===== src/rtl/mul8_seq_ctrl_if.sv =====
// Operand/result handshake bundle for the nibble-serial 8x8 multiplier.
// The master side is the operand producer and result consumer. The slave side is the sequencer.
interface mul8_seq_ctrl_if;
  logic        in_valid;
  logic        in_ready;
  logic [7:0]  a;
  logic [7:0]  b;
  logic        out_valid;
  logic        out_ready;
  logic [15:0] p;
  logic        busy;

  modport master (
    output in_valid, a, b, out_ready,
    input  in_ready, out_valid, p, busy
  );

  modport slave (
    input  in_valid, a, b, out_ready,
    output in_ready, out_valid, p, busy
  );
endinterface


===== src/rtl/mul8_seq_ctrl.sv =====
// 8x8 unsigned multiplier built by stepping one shared 4x4 multiplier through
// the four nibble partial products, with valid/ready on both sides.

module multiplier (
  input  logic [3:0] a,
  input  logic [3:0] b,
  output logic [7:0] p
);
  assign p = a * b;
endmodule

module mul8_seq_ctrl #(
  parameter bit ZERO_SKIP = 1'b1
) (
  input  logic           clk,
  input  logic           rst,
  mul8_seq_ctrl_if.slave bus
);

  typedef enum logic [2:0] {
    IDLE = 3'd0,
    PP0  = 3'd1,
    PP1  = 3'd2,
    PP2  = 3'd3,
    PP3  = 3'd4,
    DONE = 3'd5
  } state_t;

  state_t      state, state_next;
  logic [7:0]  ra, rb;
  logic [15:0] acc;
  logic [3:0]  mul_a, mul_b;
  logic [7:0]  mul_p;
  logic [15:0] pp_shifted;
  logic        accept;
  logic        zero_op;

  multiplier u_mul (
    .a (mul_a),
    .b (mul_b),
    .p (mul_p)
  );

  assign accept  = (state == IDLE) && bus.in_valid;
  assign zero_op = (bus.a == 8'd0) || (bus.b == 8'd0);

  // NOTE: sequential state uses non-blocking assignments so every register
  // samples pre-edge values; blocking here would create ordering races.
  always_ff @(posedge clk or posedge rst) begin
    if (rst) state <= IDLE;
    else     state <= state_next;
  end

  // NOTE: every output of this block gets a default first, so no path can
  // leave a value unassigned and infer a latch.
  always_comb begin
    state_next = state;
    case (state)
      IDLE: if (bus.in_valid) state_next = (ZERO_SKIP && zero_op) ? DONE : PP0;
      PP0:  state_next = PP1;
      PP1:  state_next = PP2;
      PP2:  state_next = PP3;
      PP3:  state_next = DONE;
      DONE: if (bus.out_ready) state_next = IDLE;
      default: state_next = IDLE;
    endcase
  end

  // Multiplier operands come only from the latched registers, so a/b may
  // change freely once accepted; partial products are zero-extended before shifting.
  always_comb begin
    mul_a      = 4'h0;
    mul_b      = 4'h0;
    pp_shifted = 16'h0000;
    case (state)
      PP0: begin
        mul_a      = ra[3:0];
        mul_b      = rb[3:0];
        pp_shifted = {8'h00, mul_p};
      end
      PP1: begin
        mul_a      = ra[7:4];
        mul_b      = rb[3:0];
        pp_shifted = {4'h0, mul_p, 4'h0};
      end
      PP2: begin
        mul_a      = ra[3:0];
        mul_b      = rb[7:4];
        pp_shifted = {4'h0, mul_p, 4'h0};
      end
      PP3: begin
        mul_a      = ra[7:4];
        mul_b      = rb[7:4];
        pp_shifted = {mul_p, 8'h00};
      end
      default: ;
    endcase
  end

  always_ff @(posedge clk or posedge rst) begin
    if (rst) begin
      ra  <= 8'h00;
      rb  <= 8'h00;
      acc <= 16'h0000;
    end else if (accept) begin
      ra  <= bus.a;
      rb  <= bus.b;
      acc <= 16'h0000;
    end else if (state inside {PP0, PP1, PP2, PP3}) begin
      acc <= acc + pp_shifted;
    end
  end

  // The product register doubles as the output; it only changes in the
  // compute states, so it is stable for the whole of DONE.
  assign bus.p         = acc;
  assign bus.in_ready  = (state == IDLE);
  assign bus.out_valid = (state == DONE);
  assign bus.busy      = (state != IDLE);

endmodule


===== src/flat_wrapper.sv =====
// flat-port wrapper written by rule: the top's interface ports become plain ports
module mul8_seq_ctrl_flat 
#(
  parameter bit ZERO_SKIP = 1'b1
)
  (clk, rst, bus_in_valid, bus_a, bus_b, bus_out_ready, bus_in_ready, bus_out_valid, bus_p, bus_busy);
  mul8_seq_ctrl_if bus_i ();
  input  logic clk;
  input  logic rst;
  input wire logic [$bits(bus_i.in_valid)-1:0] bus_in_valid;
  input wire logic [$bits(bus_i.a)-1:0] bus_a;
  input wire logic [$bits(bus_i.b)-1:0] bus_b;
  input wire logic [$bits(bus_i.out_ready)-1:0] bus_out_ready;
  output wire logic [$bits(bus_i.in_ready)-1:0] bus_in_ready;
  output wire logic [$bits(bus_i.out_valid)-1:0] bus_out_valid;
  output wire logic [$bits(bus_i.p)-1:0] bus_p;
  output wire logic [$bits(bus_i.busy)-1:0] bus_busy;
  assign bus_i.in_valid = bus_in_valid;
  assign bus_i.a = bus_a;
  assign bus_i.b = bus_b;
  assign bus_i.out_ready = bus_out_ready;
  assign bus_in_ready = bus_i.in_ready;
  assign bus_out_valid = bus_i.out_valid;
  assign bus_p = bus_i.p;
  assign bus_busy = bus_i.busy;
  mul8_seq_ctrl #(.ZERO_SKIP(ZERO_SKIP)) u_core (.clk(clk), .rst(rst), .bus(bus_i));
endmodule

===== config.mk =====
export PLATFORM = sky130hd
export DESIGN_NAME = mul8_seq_ctrl_flat
export DESIGN_NICKNAME = d
export VERILOG_FILES = /design/src/rtl/mul8_seq_ctrl_if.sv /design/src/rtl/mul8_seq_ctrl.sv /design/src/flat_wrapper.sv
export SDC_FILE = /design/constraint.sdc
export NUM_CORES = 1
export LEC_CHECK = 0
export CORE_MARGIN = 3
export CORE_UTILIZATION = 50
export CTS_CLUSTER_DIAMETER = 80
export DETAILED_ROUTE_END_ITERATION = 6
export PLACE_DENSITY = 0.76
export SLEW_MARGIN = 30
export SYNTH_ARGS = -nofsm -noshare
export SYNTH_HDL_FRONTEND = slang
export SYNTH_SLANG_ARGS = --single-unit

===== constraint.sdc =====
create_clock -name clk -period 6 [get_ports clk]
set_clock_uncertainty 0.2 [all_clocks]
set_input_delay 1.2 -clock clk [delete_from_list [all_inputs] [get_ports clk]]
set_output_delay 1.2 -clock clk [all_outputs]
set_load 0.01 [all_outputs]

==> summary.txt <==
STA
  – Relative slew slack: 56.4%
  – Final Hold Fails: 0
  – Max-slew violations: 0
  – Sum Neg Setup Slack: 0 ps
  – Worst Tran Pin Value: around 650 ps
  – Final setup vio count: 0
  – Max Fclk: approximately 170 MHz
  – Tmin final: 5730 ps
  – Tcrit/Tclk final: between 90% and 100%

Layout
  – Share of layout cells above drive strength 1: approximately 17%
  – Utilization after layout: roughly 66%
  – Layout area overhead: 25.4%
  – Final nets: 432
  – Final std cells w/o fill: around 450
  – Ant diodes: 0

Status
  – Status: finished, final reports clean

Pwr
  – Clk pwr share: a little over an eighth
  – Pint: 0.925 mW
  – P_leak: about 1.7 nW
  – Switch share: 43.8%
  – PwrDens: approximately 450 nW/um^2
  – Switch Pwr: ~0.72 mW
  – Power share of the combinational group: about three fifths
  – Worst vdd ir: 237 uV
  – Flop pwr share: between 20% and 30%

Routing
  – Pre-Repair DR Iteration Count: 5
  – Final wirelength: 7300 um
  – Initial DRC Count: about 190
  – DRC errors left: 0
  – Vias per inst: around 6.0
  – Vias: ~2700
  – Drt wl/cell: 16.1 um
  – Antenna-violating nets left: 0

Placement
  – Gpl congestion: roughly 0.91
  – Final HPWL DP: between 5000 and 6000 um
  – Placed cells: ~440
  – Port bufs: 38

Worst setup path
  – Worst setup startpoint: u_core.state[0]
  – Setup CP Type: reg2reg
  – R2r startpoint: u_core.state[0]
  – Required time worst endpoint: between 6000 and 7000 ps
  – Startpoint Class: flop
  – CP Max Fanout: 8
  – Crit end category: flop
  – Critical Path AT: between 5000 and 6000 ps

Clock tree
  – CTS tree: yes
  – Number of CTS-inserted buffers: 5
  – Reg clk slew, reported paths: about 70 ps
  – TritonCTS Sinks: 35
  – H-Tree Depth: 2
  – CTS Root Cell: clkbuf_8
  – Clk Latency, worst-skew pair: 290 ps
  – CTS Buffer Depth: 2

Logic synthesis
  – EDFF count, synth: 0
  – Mean area per synthesized cell: between 8 and 9 sq um
  – Post-synthesis cell area: between 2000 and 3000 sq um
  – Synth Flop Type: dfrtp_1
  – Synth cell types: between 50 and 60
  – Synth async-reset ratio: 100%
  – Syn Nets: about 380
  – FF+latch count, synth: 35
  – Seq/Total Area, Yosys: roughly 30%
  – Synthesized instance count: about 330
  – Ys Warns: 0

Flow run
  – Max_cap viols: 0

Worst hold path
  – Worst Hold Class: reg2reg
  – Hold path startpoint: u_core.ra[2]

Global routing
  – First-pass GRT wire length: around 12000 um
  – Vias in the first global route: 2542
  – Largest net degree at the start of global routing: 36
  – GRT Total Usage: between 20% and 30%
  – Initial antenna violation count: 0
  – Total gr overflow: 0

Floorplan
  – Chip width: ~82 um
  – Row Count: 27
  – Initial Utilization: 52.5%
  – Die Y: 82.5 um
  – I/O Pins: 39
  – Floorplan Core Area: 5570 sq um
  – Die area: a little under 7000 sq um
[metal layers]
layer	vias up	track usage (%)	part of all wire [%]
met5	-	0	0
li1	1303	-	-
met1	1327	34.2	47
met2	88	33.9	47
met4	0	5.07	1.2
met3	7	3.80	5.3
[cells by family after synthesis]
family | after synthesis | synth area share, %
flops | 35 | 29.9
simple gates | 111 | 19.3
buf+inv | 24 | 3.12
compound gates | 93 | 21.6
mux | 18 | 6.89
xor+xnor | 14 | 4.19
fa+ha+maj | 32 | 15.0
[worst max-delay path: stages, from the launching register on]
cell	delay (ps)
dfrtp_2	460
or3b_4	440
nand2_2	110
a22oi_1	110
or2_2	330
fa_1	510
inv_1	50
fa_1	560
inv_1	60
fa_1	450
inv_1	80
a21o_1	100
a21oi_1	90
xnor2_2	170
a22oi_1	170
nor2_1	60
ha_1	350
and2_4	190
nor4_1	50
buf_4	160
a211oi_4	260
nor3_1	90
or4b_1	520
o211ai_2	70
[registers in the layout (all words and copies together), names as in the netlist]
signal        cells
u_core.bus.p     16
u_core.ra         8
u_core.rb         8
u_core.state      3
[cells in the mapped netlist, types with 6 or more instances]
master	number	area (sq um)
a21o_1	7	52.6
a21oi_1	24	120
a22oi_1	10	75.1
and2_1	10	62.6
clkbuf_1	11	41.3
dfrtp_1	35	876
ha_1	27	338
inv_1	12	45.0
mux2_2	17	191
nand2_1	30	113
nor2_1	30	113
nor4_1	6	37.5
o21ai_0	17	85.1
xnor2_1	11	96.3
[layout make-up]
class                   count  area, sq um
multi-input cells         268         2010
inverters                  12         45.0
clock buffers               5         68.8
repair buffers             58          534
clock inverters             3         43.8
fillers                   475         1900
flip-flops and latches     35          878
well taps                  72         90.1
[power by group through the flow]
stage | sequential, mW | combinational [mW] | clock, mW
4_1_cts | 0.416 | 0.969 | 0.221
3_3_place_gp | 0.419 | 0.948 | 0
3_5_place_dp | 0.418 | 0.966 | 0
6_report | 0.417 | 1.01 | 0.214
2_1_floorplan | 0.411 | 0.637 | 0
5_1_grt | 0.428 | 1.12 | 0.230
[cell usage in the layout (no fill, tap or decap), types with 5 or more instances in the layout]
cell type	n
fa_1	5
clkdlybuf4s50_1	38
xnor2_1	10
o21ai_0	17
buf_4	19
a22o_1	5
and2_1	9
nor3_1	5
a21oi_1	23
inv_1	12
dfrtp_1	33
ha_1	27
clkbuf_8	5
nor2_1	30
a21o_1	7
mux2_2	17
nand2_1	29
a22oi_1	10
nor4_1	6
[stage by stage]
stage               total power, mW  area [sq um]  hold slack [ps]  worst slack [ps]
floorplan                      1.05          2930              281               330
global placement               1.37          3470              298               172
detailed placement             1.38          3470              305               149
CTS                            1.61          3580              322              70.0
global route                   1.78          3670              328             -18.0
finish                         1.65          3670              320               273
[repair_timing]
| action | 4_1_cts | 5_1_grt |
|---|---|---|
| setup endpoints to repair | 0 | 7 |
| hold buffers | 0 | 0 |
| resized for setup | 0 | 13 |
| setup buffers | 0 | 4 |
[worst paths after layout]
| kind | end | slack [ps] | cells past startpoint |
|---|---|---|---|
| worst min-delay path | u_core.ra[2] | 320 | 1 |
| max in group asynchronous | u_core.state[1] | 4120 | 3 |
| worst max register to register | u_core.bus.p[15] | 270 | 23 |
| worst max-delay path | u_core.bus.p[15] | 270 | 23 |
| worst min register to register | u_core.ra[2] | 320 | 1 |
| min in group asynchronous | u_core.bus.p[6] | 1120 | 3 |
No activity file was read; power rests on OpenSTA's default activity.
